===== config.mk =====
export PLATFORM = sky130hd
export DESIGN_NAME = riscv_lsu
export DESIGN_NICKNAME = d
export VERILOG_FILES = /design/src/rtl/riscv_lsu_pkg.sv /design/src/rtl/riscv_load_align.sv /design/src/rtl/riscv_lsu.sv
export SDC_FILE = /design/constraint.sdc
export NUM_CORES = 1
export LEC_CHECK = 0
export CORE_ASPECT_RATIO = 2
export CORE_MARGIN = 5
export CORE_UTILIZATION = 63
export CTS_CLUSTER_SIZE = 25
export DETAILED_ROUTE_END_ITERATION = 16
export DONT_BUFFER_PORTS = 1
export GPL_TIMING_DRIVEN = 0
export MAX_ROUTING_LAYER = met4
export PLACE_DENSITY = 0.79
export SYNTH_ARGS = -nofsm -noshare
export SYNTH_HDL_FRONTEND = slang
export SYNTH_SLANG_ARGS = --single-unit

===== constraint.sdc =====
create_clock -name clk -period 2.2 [get_ports clk]
set_input_delay 0.22 -clock clk [delete_from_list [all_inputs] [get_ports clk]]
set_output_delay 0.22 -clock clk [all_outputs]
set_load 0.01 [all_outputs]

===== src/rtl/riscv_lsu_pkg.sv =====
// -----------------------------------------------------------------------------
// riscv_lsu_pkg
// Shared definitions for the RV32I load/store unit: data bus and byte-enable
// types, LSU FSM state encoding, LOAD/STORE funct3 encodings, and helpers for
// the accept-time fault check and store lane formatting.
// -----------------------------------------------------------------------------
package riscv_lsu_pkg;

    localparam int XLEN     = 32;
    localparam int REG_ADDR = 5;

    typedef logic [XLEN-1:0] dataBus_t;
    typedef logic [3:0]      byteEn_t;

    typedef enum logic [1:0] {
        IDLE     = 2'd0,
        REQ      = 2'd1,
        WAIT_RSP = 2'd2
    } lsu_state_e;

    typedef enum logic [2:0] {
        LB  = 3'b000,
        LH  = 3'b001,
        LW  = 3'b010,
        LBU = 3'b100,
        LHU = 3'b101
    } funct3_Type_LOAD;

    typedef enum logic [2:0] {
        SB = 3'b000,
        SH = 3'b001,
        SW = 3'b010
    } funct3_Type_STORE;

    // Encodings that name no RV32I load or store.
    function automatic logic lsu_illegal(input logic is_store, input logic [2:0] f3);
        logic bad;
        if (is_store) begin
            case (f3)
                SB, SH, SW: bad = 1'b0;
                default:    bad = 1'b1;
            endcase
        end else begin
            case (f3)
                LB, LH, LW, LBU, LHU: bad = 1'b0;
                default:              bad = 1'b1;
            endcase
        end
        return bad;
    endfunction

    // funct3[1:0] gives the access size for both loads and stores.
    function automatic logic lsu_misaligned(input logic [2:0] f3, input logic [1:0] off);
        logic mis;
        case (f3[1:0])
            2'b01:   mis = off[0];
            2'b10:   mis = (off != 2'b00);
            default: mis = 1'b0;
        endcase
        return mis;
    endfunction

    function automatic byteEn_t store_be(input logic [2:0] f3, input logic [1:0] off);
        byteEn_t be;
        case (f3[1:0])
            2'b00:   be = byteEn_t'(4'b0001 << off);
            2'b01:   be = off[1] ? 4'b1100 : 4'b0011;
            2'b10:   be = 4'b1111;
            default: be = 4'b0000;
        endcase
        return be;
    endfunction

    // Replicate the store value into every lane so the byte enables alone
    // select which lanes memory writes.
    function automatic dataBus_t store_wdata(input logic [2:0] f3, input dataBus_t d);
        dataBus_t w;
        case (f3[1:0])
            2'b00:   w = {4{d[7:0]}};
            2'b01:   w = {2{d[15:0]}};
            default: w = d;
        endcase
        return w;
    endfunction

endpackage


===== src/rtl/riscv_load_align.sv =====
// -----------------------------------------------------------------------------
// riscv_load_align
// Combinational load formatter: shifts the addressed lane down to bit 0 and
// sign- or zero-extends it according to the load funct3.
//   rdata_i  [31:0] raw memory word
//   off_i    [1:0]  byte offset of the access within the word
//   funct3_i [2:0]  LOAD funct3
//   data_o   [31:0] extended load result
// -----------------------------------------------------------------------------
module riscv_load_align
    import riscv_lsu_pkg::*;
(
    input  logic [31:0] rdata_i,
    input  logic [1:0]  off_i,
    input  logic [2:0]  funct3_i,
    output logic [31:0] data_o
);

    logic [31:0] shifted_s;

    // Lane extraction and extension.
    always_comb begin
        shifted_s = rdata_i >> {off_i, 3'b000};
        case (funct3_i)
            LB:      data_o = {{24{shifted_s[7]}}, shifted_s[7:0]};
            LH:      data_o = {{16{shifted_s[15]}}, shifted_s[15:0]};
            LW:      data_o = shifted_s;
            LBU:     data_o = {24'h000000, shifted_s[7:0]};
            LHU:     data_o = {16'h0000, shifted_s[15:0]};
            default: data_o = 32'h0000_0000;
        endcase
    end

endmodule


===== src/rtl/riscv_lsu.sv =====
// -----------------------------------------------------------------------------
// riscv_lsu
// Load/store unit between execute and the data-memory port. Takes one
// operation at a time, checks it for illegal funct3 / misalignment, issues a
// word-aligned byte-enabled request over req/gnt/rvalid and returns extended
// load data to writeback.
//   ex_*     operation from execute (valid/ready handshake, ready only in IDLE)
//   dmem_*   data-memory request and response
//   wb_*     load writeback (wb_valid_o is a one-cycle pulse)
//   fault_o  one-cycle pulse for a rejected operation
//   busy_o   high whenever an operation is in flight
// -----------------------------------------------------------------------------
module riscv_lsu
    import riscv_lsu_pkg::*;
#(
    parameter int DATA_WIDTH = 32,
    parameter int ADDR_WIDTH = 32
) (
    input  logic                  clk,
    input  logic                  rst_n,

    input  logic                  ex_valid_i,
    output logic                  ex_ready_o,
    input  logic                  ex_is_store_i,
    input  logic [2:0]            ex_funct3_i,
    input  logic [ADDR_WIDTH-1:0] ex_addr_i,
    input  logic [DATA_WIDTH-1:0] ex_wdata_i,
    input  logic [REG_ADDR-1:0]   ex_rd_i,

    output logic                  dmem_req_o,
    input  logic                  dmem_gnt_i,
    output logic                  dmem_we_o,
    output logic [3:0]            dmem_be_o,
    output logic [ADDR_WIDTH-1:0] dmem_addr_o,
    output logic [DATA_WIDTH-1:0] dmem_wdata_o,
    input  logic                  dmem_rvalid_i,
    input  logic [DATA_WIDTH-1:0] dmem_rdata_i,

    output logic                  wb_valid_o,
    output logic [REG_ADDR-1:0]   wb_rd_o,
    output logic [DATA_WIDTH-1:0] wb_data_o,

    output logic                  fault_o,
    output logic                  busy_o
);

    lsu_state_e              state_q, state_d;

    logic [ADDR_WIDTH-1:0]   addr_q;
    logic [1:0]              off_q;
    logic [2:0]              funct3_q;
    logic [REG_ADDR-1:0]     rd_q;
    logic                    we_q;
    byteEn_t                 be_q;
    logic [DATA_WIDTH-1:0]   wdata_q;

    logic                    wb_valid_q;
    logic [REG_ADDR-1:0]     wb_rd_q;
    logic [DATA_WIDTH-1:0]   wb_data_q;
    logic                    fault_q;

    logic                    accept_s;
    logic                    bad_s;
    logic                    start_s;
    logic                    rsp_s;
    logic [DATA_WIDTH-1:0]   load_data_s;

    // Accept-time decode: an operation in IDLE either starts or faults.
    always_comb begin
        accept_s = (state_q == IDLE) && ex_valid_i;
        bad_s    = lsu_illegal(ex_is_store_i, ex_funct3_i)
                 | lsu_misaligned(ex_funct3_i, ex_addr_i[1:0]);
        start_s  = accept_s && !bad_s;
        rsp_s    = (state_q == WAIT_RSP) && dmem_rvalid_i;
    end

    // FSM state register.
    always_ff @(posedge clk or negedge rst_n) begin
        if (!rst_n) begin
            state_q <= IDLE;
        end else begin
            state_q <= state_d;
        end
    end

    // FSM next-state logic; gnt and rvalid only matter in their own states.
    always_comb begin
        state_d = state_q;
        case (state_q)
            IDLE: begin
                if (start_s) begin
                    state_d = REQ;
                end else begin
                    state_d = IDLE;
                end
            end
            REQ: begin
                if (dmem_gnt_i) begin
                    state_d = we_q ? IDLE : WAIT_RSP;
                end else begin
                    state_d = REQ;
                end
            end
            WAIT_RSP: begin
                if (dmem_rvalid_i) begin
                    state_d = IDLE;
                end else begin
                    state_d = WAIT_RSP;
                end
            end
            default: state_d = IDLE;
        endcase
    end

    // FSM outputs, decoded straight from the state register.
    always_comb begin
        ex_ready_o = 1'b0;
        dmem_req_o = 1'b0;
        busy_o     = 1'b0;
        case (state_q)
            IDLE:     ex_ready_o = 1'b1;
            REQ: begin
                dmem_req_o = 1'b1;
                busy_o     = 1'b1;
            end
            WAIT_RSP: busy_o = 1'b1;
            default: begin
                ex_ready_o = 1'b0;
                dmem_req_o = 1'b0;
                busy_o     = 1'b0;
            end
        endcase
    end

    // Latched operation; holds unchanged for the whole REQ phase.
    always_ff @(posedge clk or negedge rst_n) begin
        if (!rst_n) begin
            addr_q   <= {ADDR_WIDTH{1'b0}};
            off_q    <= 2'b00;
            funct3_q <= 3'b000;
            rd_q     <= {REG_ADDR{1'b0}};
            we_q     <= 1'b0;
            be_q     <= 4'b0000;
            wdata_q  <= {DATA_WIDTH{1'b0}};
        end else if (start_s) begin
            addr_q   <= {ex_addr_i[ADDR_WIDTH-1:2], 2'b00};
            off_q    <= ex_addr_i[1:0];
            funct3_q <= ex_funct3_i;
            rd_q     <= ex_rd_i;
            we_q     <= ex_is_store_i;
            be_q     <= ex_is_store_i ? store_be(ex_funct3_i, ex_addr_i[1:0]) : 4'b1111;
            wdata_q  <= ex_is_store_i ? store_wdata(ex_funct3_i, ex_wdata_i)
                                      : {DATA_WIDTH{1'b0}};
        end
    end

    riscv_load_align u_align (
        .rdata_i  (dmem_rdata_i),
        .off_i    (off_q),
        .funct3_i (funct3_q),
        .data_o   (load_data_s)
    );

    // Writeback and fault pulses; wb data/rd hold between pulses.
    always_ff @(posedge clk or negedge rst_n) begin
        if (!rst_n) begin
            wb_valid_q <= 1'b0;
            wb_rd_q    <= {REG_ADDR{1'b0}};
            wb_data_q  <= {DATA_WIDTH{1'b0}};
            fault_q    <= 1'b0;
        end else begin
            wb_valid_q <= rsp_s;
            fault_q    <= accept_s && bad_s;
            if (rsp_s) begin
                wb_rd_q   <= rd_q;
                wb_data_q <= load_data_s;
            end
        end
    end

    assign dmem_we_o    = we_q;
    assign dmem_be_o    = be_q;
    assign dmem_addr_o  = addr_q;
    assign dmem_wdata_o = wdata_q;
    assign wb_valid_o   = wb_valid_q;
    assign wb_rd_o      = wb_rd_q;
    assign wb_data_o    = wb_data_q;
    assign fault_o      = fault_q;

endmodule


== Yosys cells after proc, flatten, opt, wreduce, memory -nomap -nowiden ==
Cells that the tools add are included.

* Equal/unequal tests: 12
* Shift operators: 2
* Multiplexer cells: 18
* Bitwise logic cells: 1
* Reductions and logical operators: 13

{| class="wikitable"
|+ Operators by type and width
! operator !! count
|-
| case mux 32 bit (5 select lines) || 1
|-
| case mux 32 bit (2 select lines) || 1
|-
| 2-to-1 mux 32 bit || 1
|-
| right shift 32 x 5 -> 32 bit || 1
|-
| == test 3 bit (second input constant) || 4
|-
| case mux 4 bit (3 select lines) || 1
|-
| 2-to-1 mux 4 bit || 2
|-
| 2-to-1 mux 1 bit || 7
|-
| == test 3 x 1 -> 1 bit (second input constant) || 2
|-
| == test 3 x 2 -> 1 bit (second input constant) || 2
|-
| zero test 3 bit || 2
|-
| 2-to-1 mux 2 bit || 3
|-
| case mux 2 bit (3 select lines) || 1
|-
| OR reduction 5 bit || 1
|-
| == test 2 x 1 -> 1 bit (second input constant) || 2
|-
| == test 2 bit (second input constant) || 2
|-
| logical AND 1 bit || 4
|-
| zero test 2 bit || 2
|-
| left shift 1 x 2 -> 4 bit (first input constant) || 1
|-
| OR reduction 3 bit || 1
|-
| case mux 1 bit (2 select lines) || 1
|-
| nonzero test 2 bit || 1
|-
| OR reduction 2 bit || 1
|-
| zero test 1 bit || 1
|-
| bitwise OR 1 bit || 1
|}

* Register bits after elaboration: 118
* Output and inout bits: 111

== Depth between registers and ports, before layout ==
Gate-level depths: netlist of run 1.

* Depth after elaboration: 9
* Gate-level depth with buffers: 9
* Depth with buffers taken out: 7

== Hierarchy ==
A second synthesis of run 1 with hierarchy kept.

* Cells, all modules: 484
* Area total of the unflattened synthesis: 5936.9 µm²

{| class="wikitable"
|+ Modules (own cells, without submodules)
! module !! times used !! cells an instance !! area an instance (µm²) !! seq. area each (µm²)
|-
| riscv_lsu || 1 || 375 || 5133.7 || 2952.8
|-
| riscv_load_align || 1 || 109 || 803.3 || 0.0
|}

== Least setup slack after synthesis of run 1 ==
Ideal clock, no wire load.

* Path type: input port to flip-flop
* Start point: input ex_funct3_i[1]
* End point: register addr_q[21] (netlist: dmem_addr_o[21])
* Arrival time: 2359 ps
* Required time: 2073 ps
* Slack: -286 ps
* Stages on the path: 9
* Cells stage by stage: clkbuf_1 inv_1 ha_1 buf_4 or4_4 nand4b_4 buf_8 buf_8 mux2_1

* Word-level cells in the longest chain between the ends: 7
* Elaborated cells between the ends (all ways): 16
* Those cells by class: eq/ne: 6; mux: 4; bitwise: 1; reduce/logical: 5

{| class="wikitable"
|+ RTL lines
! element !! RTL line !! RTL
|-
| from (decl) || riscv_lsu.sv:25 || <nowiki>input logic [2:0] ex_funct3_i,</nowiki>
|-
| == test 3 x 1 -> 1 bit, or another cell as far along || riscv_lsu_pkg.sv:39, riscv_lsu_pkg.sv:44 ||
|-
| OR reduction 5 bit or OR reduction 3 bit (tied branches) || riscv_lsu_pkg.sv:44, riscv_lsu_pkg.sv:39 ||
|-
| 2-to-1 mux 1 bit, on equally long branches || riscv_lsu_pkg.sv:44, riscv_lsu_pkg.sv:39 ||
|-
| 2-to-1 mux 1 bit || riscv_lsu_pkg.sv:38 || <nowiki>if (is_store) begin</nowiki>
|-
| bitwise OR 1 bit (*) || riscv_lsu.sv:72 || <nowiki>| lsu_misaligned(ex_funct3_i, ex_addr_i[1:0]);</nowiki>
|-
| zero test 1 bit (*) || riscv_lsu.sv:73 || <nowiki>start_s = accept_s && !bad_s;</nowiki>
|-
| logical AND 1 bit (*) || riscv_lsu.sv:73 ||
|-
| to (signal assigned) || riscv_lsu.sv:138 || <nowiki>addr_q <= {ADDR_WIDTH{1'b0}};</nowiki>
|-
| to (signal assigned) || riscv_lsu.sv:146 || <nowiki>addr_q <= {ex_addr_i[ADDR_WIDTH-1:2], 2'b00};</nowiki>
|-
| to (decl) || riscv_lsu.sv:49 || <nowiki>logic [ADDR_WIDTH-1:0] addr_q;</nowiki>
|}

Mark *: on every way between the ends. The rest lies on a longest branch, timed or not.
A chain may end at the register's enable or synchronous reset.

== Worst setup path in the final report of run 1 ==
* Start point: register state_q[0]
* End point: register wb_data_q[24] (netlist: wb_data_o[24])

* Word-level cells in the longest chain between the ends: 2

{| class="wikitable"
|+ RTL lines
! element !! RTL line !! RTL
|-
| from (decl) || riscv_lsu.sv:47 || <nowiki>lsu_state_e state_q, state_d;</nowiki>
|-
| from (signal assigned) || riscv_lsu.sv:82 || <nowiki>state_q <= state_d;</nowiki>
|-
| == test 2 bit || riscv_lsu.sv:74 || <nowiki>rsp_s = (state_q == WAIT_RSP) && dmem_rvalid_i;</nowiki>
|-
| logical AND 1 bit || riscv_lsu.sv:74 ||
|-
| to (signal assigned) || riscv_lsu.sv:169 || <nowiki>wb_data_q <= {DATA_WIDTH{1'b0}};</nowiki>
|-
| to (signal assigned) || riscv_lsu.sv:176 || <nowiki>wb_data_q <= load_data_s;</nowiki>
|-
| to (decl) || riscv_lsu.sv:59 || <nowiki>logic [DATA_WIDTH-1:0] wb_data_q;</nowiki>
|}

Every way passes these cells.

==> results.py, run 1 <==
metrics = {
    "sta": {
        "clock_skew_ps": 8.79,
        "holdWs_ps": -497,
        "post-route-period-util": 0.983,
        "period_needed_ps": 2160,
        "slew_headroom": 0.591,
        "setup_viol": 0,
        "max_slew.worst_pin.slew_ps": 611,
        "rsz0062_at_grt": "no",
        "hold_viol_final": 118,
        "setup_tns_ps": 0,
        "timing.final.max_slew_violations": 0,
        "fmax_mhz": 463,
    },
    "power_and_ir_drop": {
        "seq_power_share": 0.454,
        "leakage_nw": 3.29,
        "pwr-share-comb": 0.242,
        "switching_share": 0.338,
        "p_sw_mw": 3.21,
        "p_per_area_nw_per_um2": 1350,
        "ir_worst_vdd_mv": 0.964,
        "power_frac_clock": 0.305,
        "p_int_mw": 6.28,
    },
    "floorplanning": {
        "dieWidth_um": 77.2,
        "coreArea_um2": 8890,
        "io_pins": 221,
        "die_area_um2": 11100,
        "die_h_um": 144,
        "initial_utilization": 0.639,
        "fp-row-count": 49,
    },
    "yosys": {
        "yosysWarnings": 0,
        "synth_edf_count": 0,
        "yosysSeqAreaShare": 0.520,
        "synth-async-reset-ratio": 1.00,
        "synthCells": 465,
        "netlist_area_um2": 5680,
        "syn_area_per_cell_um2": 12.2,
        "yosys.cell_types.count": 44,
        "ys_ff_latch": 118,
        "dominantRegCellSynth": "dfrtp_1",
    },
    "detailed_routing": {
        "drtAntennaViolNets": 0,
        "drc_errors": 0,
        "avgRoutedWirePerCell_um": 24.4,
        "viasPerCell": 6.31,
        "num_vias": 4143,
        "first_pass_iters": 4,
        "routed_wl_mm": 16.0,
        "dr.first_iter.drc_count": 175,
    },
    "clock_tree": {
        "ctsHoldBuffers": 58,
        "post_cts_buffers": 0,
        "cts.sinks": 118,
        "htreeDepth": 4,
        "cts_buffer_depth": 2,
        "clockRootBuffer": "clkbuf_16",
        "clk_latency_ps": 410,
        "cts_tree": "done",
        "path_clk_slew_ps": 50,
        "numCtsBuffers": 17,
    },
    "layout": {
        "layout.nets": 661,
        "n_antenna_cell": 0,
        "fillers": 544,
        "final_common_cell": "dfrtp_1",
        "mostFrequentLayoutCells": "118 x dfrtp_1, 78 x mux2_2, 58 x dlygate4sd3_1",
        "drive_gt1_frac": 0.245,
        "area_delta_synth_final_pct": 23.8,
    },
    "global_route": {
        "gr-total-overflow": 0,
        "grt_pass1_vias": 4734,
        "grt_start_max_net_pins": 119,
        "grt_usage": 0.301,
        "antenna_found_initial": 0,
        "grt_first_pass_wirelength_mm": 24.9,
    },
    "setup_path": {
        "path_class": "register to register",
        "worstPathMaxFanout": 9,
        "critical-path-max-stage-delay_ps": 460,
        "critPathLaunchType": "register",
        "required_ps": 2540,
        "critPathCaptureType": "register",
        "path_buf_inv": 2,
        "path_cells": "inv_1, ha_1, nand2_1, nor4_4, and2_1, clkbuf_1, a221o_1",
        "cp.arrival_ps": 2500,
        "cp_top_family": "simple AND/OR/NAND/NOR gates",
        "critical-path-slowest-cell": "nor4_4",
    },
    "min_path": {
        "min_path_type": "input pin to async pin",
    },
    "outcome": {
        "outcome": "finished with violations",
        "violations": "negative hold slack",
    },
    "placement": {
        "place_congestion": 0.878,
        "dp_hpwl_mm": 11.1,
        "port_buffers": 0,
    },
    "job": {
        "drv_cap": 0,
    },
}
-- worst reg2reg max path, stage by stage, from the launching register on --
cell,delay [ps]
dfrtp_1,400
inv_1,90
ha_1,170
nand2_1,110
nor4_4,460
and2_1,210
clkbuf_1,410
a221o_1,250
-- per-layer routing --
metal  vias to the layer above  part of all wire  routed length [µm]  GRT usage
met5                         -                 0                   0          -
li1                       1816                 -                   -          -
met4                         0             0.042                 677      0.159
met1                      2053              0.30                4880      0.273
met2                       214              0.57                9150      0.541
met3                        60             0.082                1320      0.105
-- cell usage after synthesis, types with 2 or more instances --
cell | instances | area (µm²)
a22o_1 | 15 | 131
clkbuf_1 | 13 | 48.8
buf_6 | 3 | 33.8
mux2_1 | 12 | 135
mux2_2 | 78 | 878
buf_2 | 5 | 25.0
inv_1 | 15 | 56.3
dfrtp_1 | 118 | 2950
o21ai_0 | 20 | 100
nor2_1 | 35 | 131
a211oi_1 | 2 | 15.0
a221o_1 | 16 | 160
a21oi_1 | 9 | 45.0
nand2b_1 | 3 | 18.8
nor2b_1 | 10 | 62.6
buf_8 | 2 | 30.0
o21ai_1 | 2 | 10.0
buf_4 | 8 | 60.1
a211o_1 | 8 | 70.1
nand2_1 | 33 | 124
mux2i_1 | 26 | 260
ha_1 | 9 | 113
nand3b_1 | 2 | 15.0
-- state kept, by name, indices dropped and copies added (netlist names) --
signal / flops
dmem_be_o: 4
wb_rd_o: 5
dmem_we_o: 1
dmem_wdata_o: 32
funct3_q: 3
wb_valid_o: 1
state_q: 2
wb_data_o: 32
rd_q: 5
off_q: 2
dmem_addr_o: 30
fault_o: 1
-- final cells by class --
| type | instances | area (µm²) | area share |
|---|---|---|---|
| timing repair buffer | 58 | 581 | 0.0825 |
| clock inverter | 12 | 178 | 0.0253 |
| tap | 102 | 128 | 0.0181 |
| sequential | 118 | 2950 | 0.420 |
| clock buffer | 20 | 447 | 0.0635 |
| inverter | 16 | 60.1 | 0.00854 |
| multi-input combinational | 300 | 2480 | 0.353 |
| buffer | 31 | 208 | 0.0295 |
-- through the flow --
step	utilization	total power, mW	cells	setup slack, ps	cell area, µm²
finish	0.791	9.48	657	38.0	7040
global route	0.791	9.94	657	3.46	7040
CTS	0.791	9.47	658	27.3	7030
detailed placement	0.655	6.47	568	-136	5820
global placement	0.655	6.33	568	-87.4	5820
floorplan	-	5.77	466	58.2	5700
-- path summary, 6_finish.rpt --
kind | startpoint | endpoint | slack, ps | depth (start not counted)
worst max-delay path | state_q[0]$_DFF_PN0_ | wb_data_o[24]$_DFFE_PN0P_ | 40 | 7
worst min-delay path | rst_n | wb_data_o[0]$_DFFE_PN0P_ | -500 | 0
worst max register to register | state_q[0]$_DFF_PN0_ | wb_data_o[24]$_DFFE_PN0P_ | 40 | 7
worst min register to register | rd_q[4]$_DFFE_PN0P_ | rd_q[4]$_DFFE_PN0P_ | 510 | 1
max in group asynchronous | rst_n | dmem_wdata_o[0]$_DFFE_PN0P_ | 2560 | 0
min in group clk | ex_funct3_i[2] | fault_o$_DFF_PN0_ | 50 | 2
-- power by group through the flow --
stage	registers, mW	clock network (mW)	logic [mW]
2_1_floorplan	4.02	0	1.75
3_3_place_gp	4.28	0	2.05
3_5_place_dp	4.31	0	2.15
4_1_cts	4.29	2.92	2.26
5_1_grt	4.41	3.04	2.49
6_report	4.30	2.89	2.29
-- cells by family (layout without fill, tap and decap cells) --
| family | Yosys count | after routing | share of synthesized area |
|---|---|---|---|
| adder cells (fa/ha/maj) | 9 | 9 | 0.0198 |
| buffers and inverters | 48 | 137 | 0.0460 |
| flip-flops | 118 | 118 | 0.520 |
| AO/OA/AOI/OAI | 81 | 81 | 0.107 |
| other | 1 | 2 | 0.000660 |
| multiplexers | 117 | 117 | 0.228 |
| AND/OR/NAND/NOR | 91 | 91 | 0.0784 |
-- timing repair --
| action | in CTS | in global routing |
|---|---|---|
| endpoints found under the setup margin | 2 | 19 |
| pin swaps | 0 | 1 |
| resized for setup | 1 | 1 |
| hold endpoints to repair | 176 | 118 |
| gates cloned | 0 | 0 |
No activity file was read; power rests on OpenSTA's default activity.
==> run 2, diff against run 1 <==
CORE_UTILIZATION = 50   (was 63)
PLACE_DENSITY = default   (was 0.79)
==> results.py, run 2 (synthesis results as in run 1) <==
metrics = {
    "outcome": {
        "outcome": "finished with violations",
        "violations": "negative hold slack",
    },
    "placement": {
        "place_ws_ps": -162,
        "dp.cells": 608,
        "dp_hpwl_mm": 11.5,
        "place_congestion": 0.904,
        "port_buffers": 0,
    },
    "sta": {
        "period_needed_ps": 2050,
        "fin_ws_ps": 149,
        "fmax_mhz": 487,
        "setup_tns_ps": 0,
        "rsz0062_at_grt": "no",
        "holdWs_ps": -494,
        "clock_skew_ps": 8.72,
        "setup_viol": 0,
        "timing.final.max_slew_violations": 0,
        "hold_viol_final": 118,
        "slew_headroom": 0.597,
        "post-route-period-util": 0.932,
        "max_slew.worst_pin.slew_ps": 598,
    },
    "power_and_ir_drop": {
        "p_per_area_nw_per_um2": 1300,
        "power_frac_clock": 0.293,
        "leakage_nw": 3.28,
        "pwr-share-comb": 0.241,
        "switching_share": 0.341,
        "seq_power_share": 0.465,
        "p_int_mw": 6.04,
        "ir_worst_vdd_mv": 0.690,
        "p_sw_mw": 3.13,
    },
    "setup_path": {
        "path_class": "register to register",
        "required_ps": 2480,
        "worst_r2r_endpoint": "wb_data_o[9]$_DFFE_PN0P_",
        "critPathCaptureType": "register",
        "rr_worst_depth": 8,
        "critPathLaunchType": "register",
        "cp.arrival_ps": 2340,
        "rrSetupSlack_ps": 150,
        "critical-path-max-stage-delay_ps": 370,
        "path_cells": "inv_1, ha_1, nand2_1, buf_2, clkinv_1, o21ai_2, a21oi_1, a211o_1",
        "critical-path-slowest-cell": "dfrtp_1",
        "r2r_start": "state_q[0]$_DFF_PN0_",
        "worstPathMaxFanout": 10,
    },
    "layout": {
        "layout.nets": 664,
        "instances_no_fill": 700,
        "seqCellArea_um2": 2950,
        "multi_input_area_um2": 2480,
        "final_common_cell": "dfrtp_1",
        "n_antenna_cell": 0,
        "fillers": 896,
        "mostFrequentLayoutCells": "118 x dfrtp_1, 78 x mux2_2, 58 x dlygate4sd3_1",
        "area_delta_synth_final_pct": 24.2,
        "drive_gt1_frac": 0.249,
    },
    "detailed_routing": {
        "avgRoutedWirePerCell_um": 22.2,
        "routed_wl_mm": 15.6,
        "drc_errors": 0,
        "drtAntennaViolNets": 0,
        "dr.first_iter.drc_count": 186,
        "num_vias": 3946,
        "first_pass_iters": 4,
        "viasPerCell": 5.64,
    },
    "floorplanning": {
        "fp-row-count": 55,
        "die_area_um2": 13700,
        "die_h_um": 161,
        "coreArea_um2": 11200,
        "dieWidth_um": 85.4,
        "io_pins": 221,
        "initial_utilization": 0.507,
    },
    "clock_tree": {
        "cts_buffer_depth": 2,
        "cts_tree": "done",
        "numCtsBuffers": 17,
        "clockRootBuffer": "clkbuf_16",
        "htreeDepth": 4,
        "cts.sinks": 118,
        "ctsHoldBuffers": 58,
        "clk_latency_ps": 410,
        "path_clk_slew_ps": 60,
    },
    "global_route": {
        "grt_usage": 0.236,
        "antenna_found_initial": 0,
        "grt_util_met1": 0.209,
        "grt_first_pass_wirelength_mm": 24.2,
        "grt_util_met3": 0.0857,
        "grt_pass1_vias": 4573,
        "met2_usage": 0.413,
        "grt_start_max_net_pins": 119,
        "grt-busiest-layer": "met2",
        "gr-total-overflow": 0,
    },
    "job": {
        "drv_cap": 0,
    },
    "min_path": {
        "min_path_type": "input pin to async pin",
    },
}
[run 2: cell count changes in the layout (fill, tap and decap cells not counted), sizes merged]
cell      delta
buf          +3
clkinvlp     +1
bufinv       -2
clkinv       +1
[run 2: final cells by class]
class	instances	share of cell area
buffer	31	0.0294
clock buffer	20	0.0633
clock inverter	12	0.0184
inverter	16	0.00851
multi-input combinational	300	0.352
sequential	118	0.418
tap	142	0.0252
timing repair buffer	61	0.0854
[run 2: power by group through the flow]
stage / Clock (mW) / Combinational, mW / Sequential, mW
final: 2.69 / 2.21 / 4.27
after global routing: 2.85 / 2.44 / 4.38
after detailed placement: 0 / 2.13 / 4.34
after CTS: 2.75 / 2.23 / 4.31
after global placement: 0 / 2.05 / 4.31
after floorplan: 0 / 1.75 / 4.02
[run 2: per-layer routing]
| layer | vias up | share of wire |
|---|---|---|
| met5 | - | 0 |
| met4 | 0 | 0.050 |
| met3 | 33 | 0.083 |
| met2 | 174 | 0.55 |
| met1 | 1926 | 0.32 |
| li1 | 1813 | - |
[run 2: worst max-delay path: cells and delay by family, from the launching register on]
family          cells  cell delay, ps
compound gates      3             600
fa+ha+maj           1             210
buf+inv             3             620
flops               1             370
simple gates        1             130
[run 2: metrics by stage]
stage / total power [mW] / cell area (µm²) / hold slack [ps] / utilization
2_1_floorplan: 5.77 / 5700 / -75.6 / -
3_3_place_gp: 6.36 / 5870 / -72.9 / 0.524
4_1_cts: 9.29 / 7040 / -512 / 0.627
6_report: 9.18 / 7060 / -494 / 0.629
3_5_place_dp: 6.47 / 5870 / -72.0 / 0.524
5_1_grt: 9.67 / 7060 / -517 / 0.629
[run 2: worst max-delay path by stage]
stage / startpoint / to / slack, ps / cells after the start
final: state_q[0]$_DFF_PN0_ / wb_data_o[9]$_DFFE_PN0P_ / 150 / 8
after global routing: state_q[0]$_DFF_PN0_ / wb_data_o[8]$_DFFE_PN0P_ / 6 / 8
after CTS: state_q[0]$_DFF_PN0_ / wb_data_o[25]$_DFFE_PN0P_ / 60 / 7
after detailed placement: ex_funct3_i[1] / dmem_addr_o[28]$_DFFE_PN0P_ / -160 / 9
after global placement: ex_funct3_i[1] / dmem_addr_o[21]$_DFFE_PN0P_ / -120 / 9
after floorplan: ex_funct3_i[1] / dmem_addr_o[21]$_DFFE_PN0P_ / 60 / 9
[run 2: what timing repair did]
item,CTS,global route
setup buffers,0,3
setup endpoints to repair,8,18
pin swaps,0,1
resized for setup,1,1
hold endpoints to repair,176,118
==> run 3, diff against run 2 <==
HOLD_SLACK_MARGIN = 0.08   (was default)
TNS_END_PERCENT = 50   (was default)
==> results.py, run 3 (synthesis results as in run 1) <==
metrics = {
    "min_path": {
        "min_path_type": "input pin to async pin",
    },
    "clock_tree": {
        "numCtsBuffers": 17,
        "cts.sinks": 118,
        "clockRootBuffer": "clkbuf_16",
        "ctsHoldBuffers": 67,
        "cts_buffer_depth": 2,
        "htreeDepth": 4,
        "clk_latency_ps": 410,
        "path_clk_slew_ps": 60,
        "cts_tree": "done",
    },
    "setup_path": {
        "critical-path-slowest-cell": "dfrtp_1",
        "endpoint": "wb_data_o[8]$_DFFE_PN0P_",
        "r2r_start": "state_q[0]$_DFF_PN0_",
        "crit_cells": 8,
        "required_ps": 2480,
        "cp.arrival_ps": 2340,
        "critPathLaunch": "state_q[0]$_DFF_PN0_",
        "critPathLaunchType": "register",
        "path_cells": "inv_1, ha_1, nand2_1, buf_2, clkinv_1, o21ai_2, a21oi_1, a211o_1",
        "critPathCaptureType": "register",
        "path_class": "register to register",
        "cp_top_family": "buffers and inverters",
        "worstPathMaxFanout": 10,
        "rrSetupSlack_ps": 150,
        "worst_r2r_endpoint": "wb_data_o[8]$_DFFE_PN0P_",
        "rr_worst_depth": 8,
        "path_buf_inv": 3,
        "critical-path-max-stage-delay_ps": 370,
    },
    "layout": {
        "instances_no_fill": 709,
        "fin_area_um2": 7150,
        "final_common_cell": "dfrtp_1",
        "mostFrequentLayoutCells": "118 x dfrtp_1, 78 x mux2_2, 67 x dlygate4sd3_1",
        "drive_gt1_frac": 0.245,
        "layout.nets": 673,
        "n_antenna_cell": 0,
        "fillers": 892,
        "area_delta_synth_final_pct": 25.8,
    },
    "outcome": {
        "outcome": "finished with violations",
        "violations": "negative hold slack",
    },
    "detailed_routing": {
        "viasPerCell": 5.66,
        "avgRoutedWirePerCell_um": 22.1,
        "dr.first_iter.drc_count": 175,
        "drtAntennaViolNets": 0,
        "first_pass_iters": 4,
        "num_vias": 4014,
        "drc_errors": 0,
        "routed_wl_mm": 15.7,
    },
    "job": {
        "drv_cap": 0,
    },
    "sta": {
        "clock_skew_ps": 8.59,
        "rsz0062_at_grt": "no",
        "max_slew.worst_pin.slew_ps": 568,
        "period_needed_ps": 2050,
        "slew_headroom": 0.618,
        "post-route-period-util": 0.934,
        "fmax_mhz": 487,
        "setup_tns_ps": 0,
        "timing.final.max_slew_violations": 0,
        "setup_viol": 0,
        "holdWs_ps": -494,
        "hold_viol_final": 118,
    },
    "floorplanning": {
        "coreArea_um2": 11200,
        "initial_utilization": 0.507,
        "dieWidth_um": 85.4,
        "die_h_um": 161,
        "die_area_um2": 13700,
        "io_pins": 221,
        "fp-row-count": 55,
    },
    "global_route": {
        "grt_usage": 0.237,
        "gr-total-overflow": 0,
        "antenna_found_initial": 0,
        "grt_start_max_net_pins": 119,
        "grt_pass1_vias": 4606,
        "grt_first_pass_wirelength_mm": 24.4,
    },
    "placement": {
        "place_congestion": 0.904,
        "port_buffers": 0,
        "dp_hpwl_mm": 11.5,
        "dp.cells": 608,
        "placed_cell_area_um2": 5870,
    },
    "power_and_ir_drop": {
        "p_per_area_nw_per_um2": 1290,
        "ir_worst_vdd_mv": 0.690,
        "leakage_nw": 3.32,
        "power_mw": 9.20,
    },
}
[run 3: changes by cell type in the layout (fill, tap and decap cells not counted)]
cell	change
dlygate4sd3_1	+9
[run 3: final cells by class]
class                      instances  area [µm²]  area share
buffer                            31         208      0.0290
clock buffer                      20         447      0.0625
clock inverter                    12         130      0.0182
inverter                          16        60.1     0.00840
multi-input combinational        300        2480       0.347
sequential                       118        2950       0.413
tap                              142         178      0.0248
timing repair buffer              70         693      0.0969
[run 3: timing repair]
action | in CTS | in global routing
gates resized for setup | 1 | 1
buffers inserted | 0 | 3
pin swaps | 0 | 1
setup endpoints to repair | 8 | 18
hold endpoints to repair | 185 | 118
[run 3: through the flow]
stage	util	worst slack (ps)
detailed placement	0.524	-162
CTS	0.635	56.6
finish	0.637	145
global route	0.637	5.64
global placement	0.524	-117
floorplan	-	58.2
[run 3: report_power, final]
group | switching [mW] | internal, mW | total, mW
Clock | 1.01 | 1.69 | 2.70
Combinational | 0.991 | 1.24 | 2.23
Sequential | 1.15 | 3.13 | 4.27
Total | 3.14 | 6.05 | 9.20
[run 3: worst min path at each step]
stage / depth (start not counted) / from / endpoint
3_3_place_gp: 0 / rst_n / wb_data_o[29]$_DFFE_PN0P_
5_1_grt: 0 / rst_n / wb_data_o[29]$_DFFE_PN0P_
6_report: 0 / rst_n / wb_data_o[28]$_DFFE_PN0P_
2_1_floorplan: 0 / rst_n / dmem_addr_o[10]$_DFFE_PN0P_
4_1_cts: 0 / rst_n / wb_data_o[28]$_DFFE_PN0P_
3_5_place_dp: 0 / rst_n / wb_data_o[28]$_DFFE_PN0P_
[run 3: routing by layer]
| layer | global-route usage | part of all wire | up-vias |
|---|---|---|---|
| met2 | 0.418 | 0.55 | 174 |
| met1 | 0.211 | 0.32 | 1979 |
| li1 | - | - | 1828 |
| met5 | - | 0 | - |
| met4 | 0.141 | 0.049 | 0 |
| met3 | 0.0842 | 0.083 | 33 |
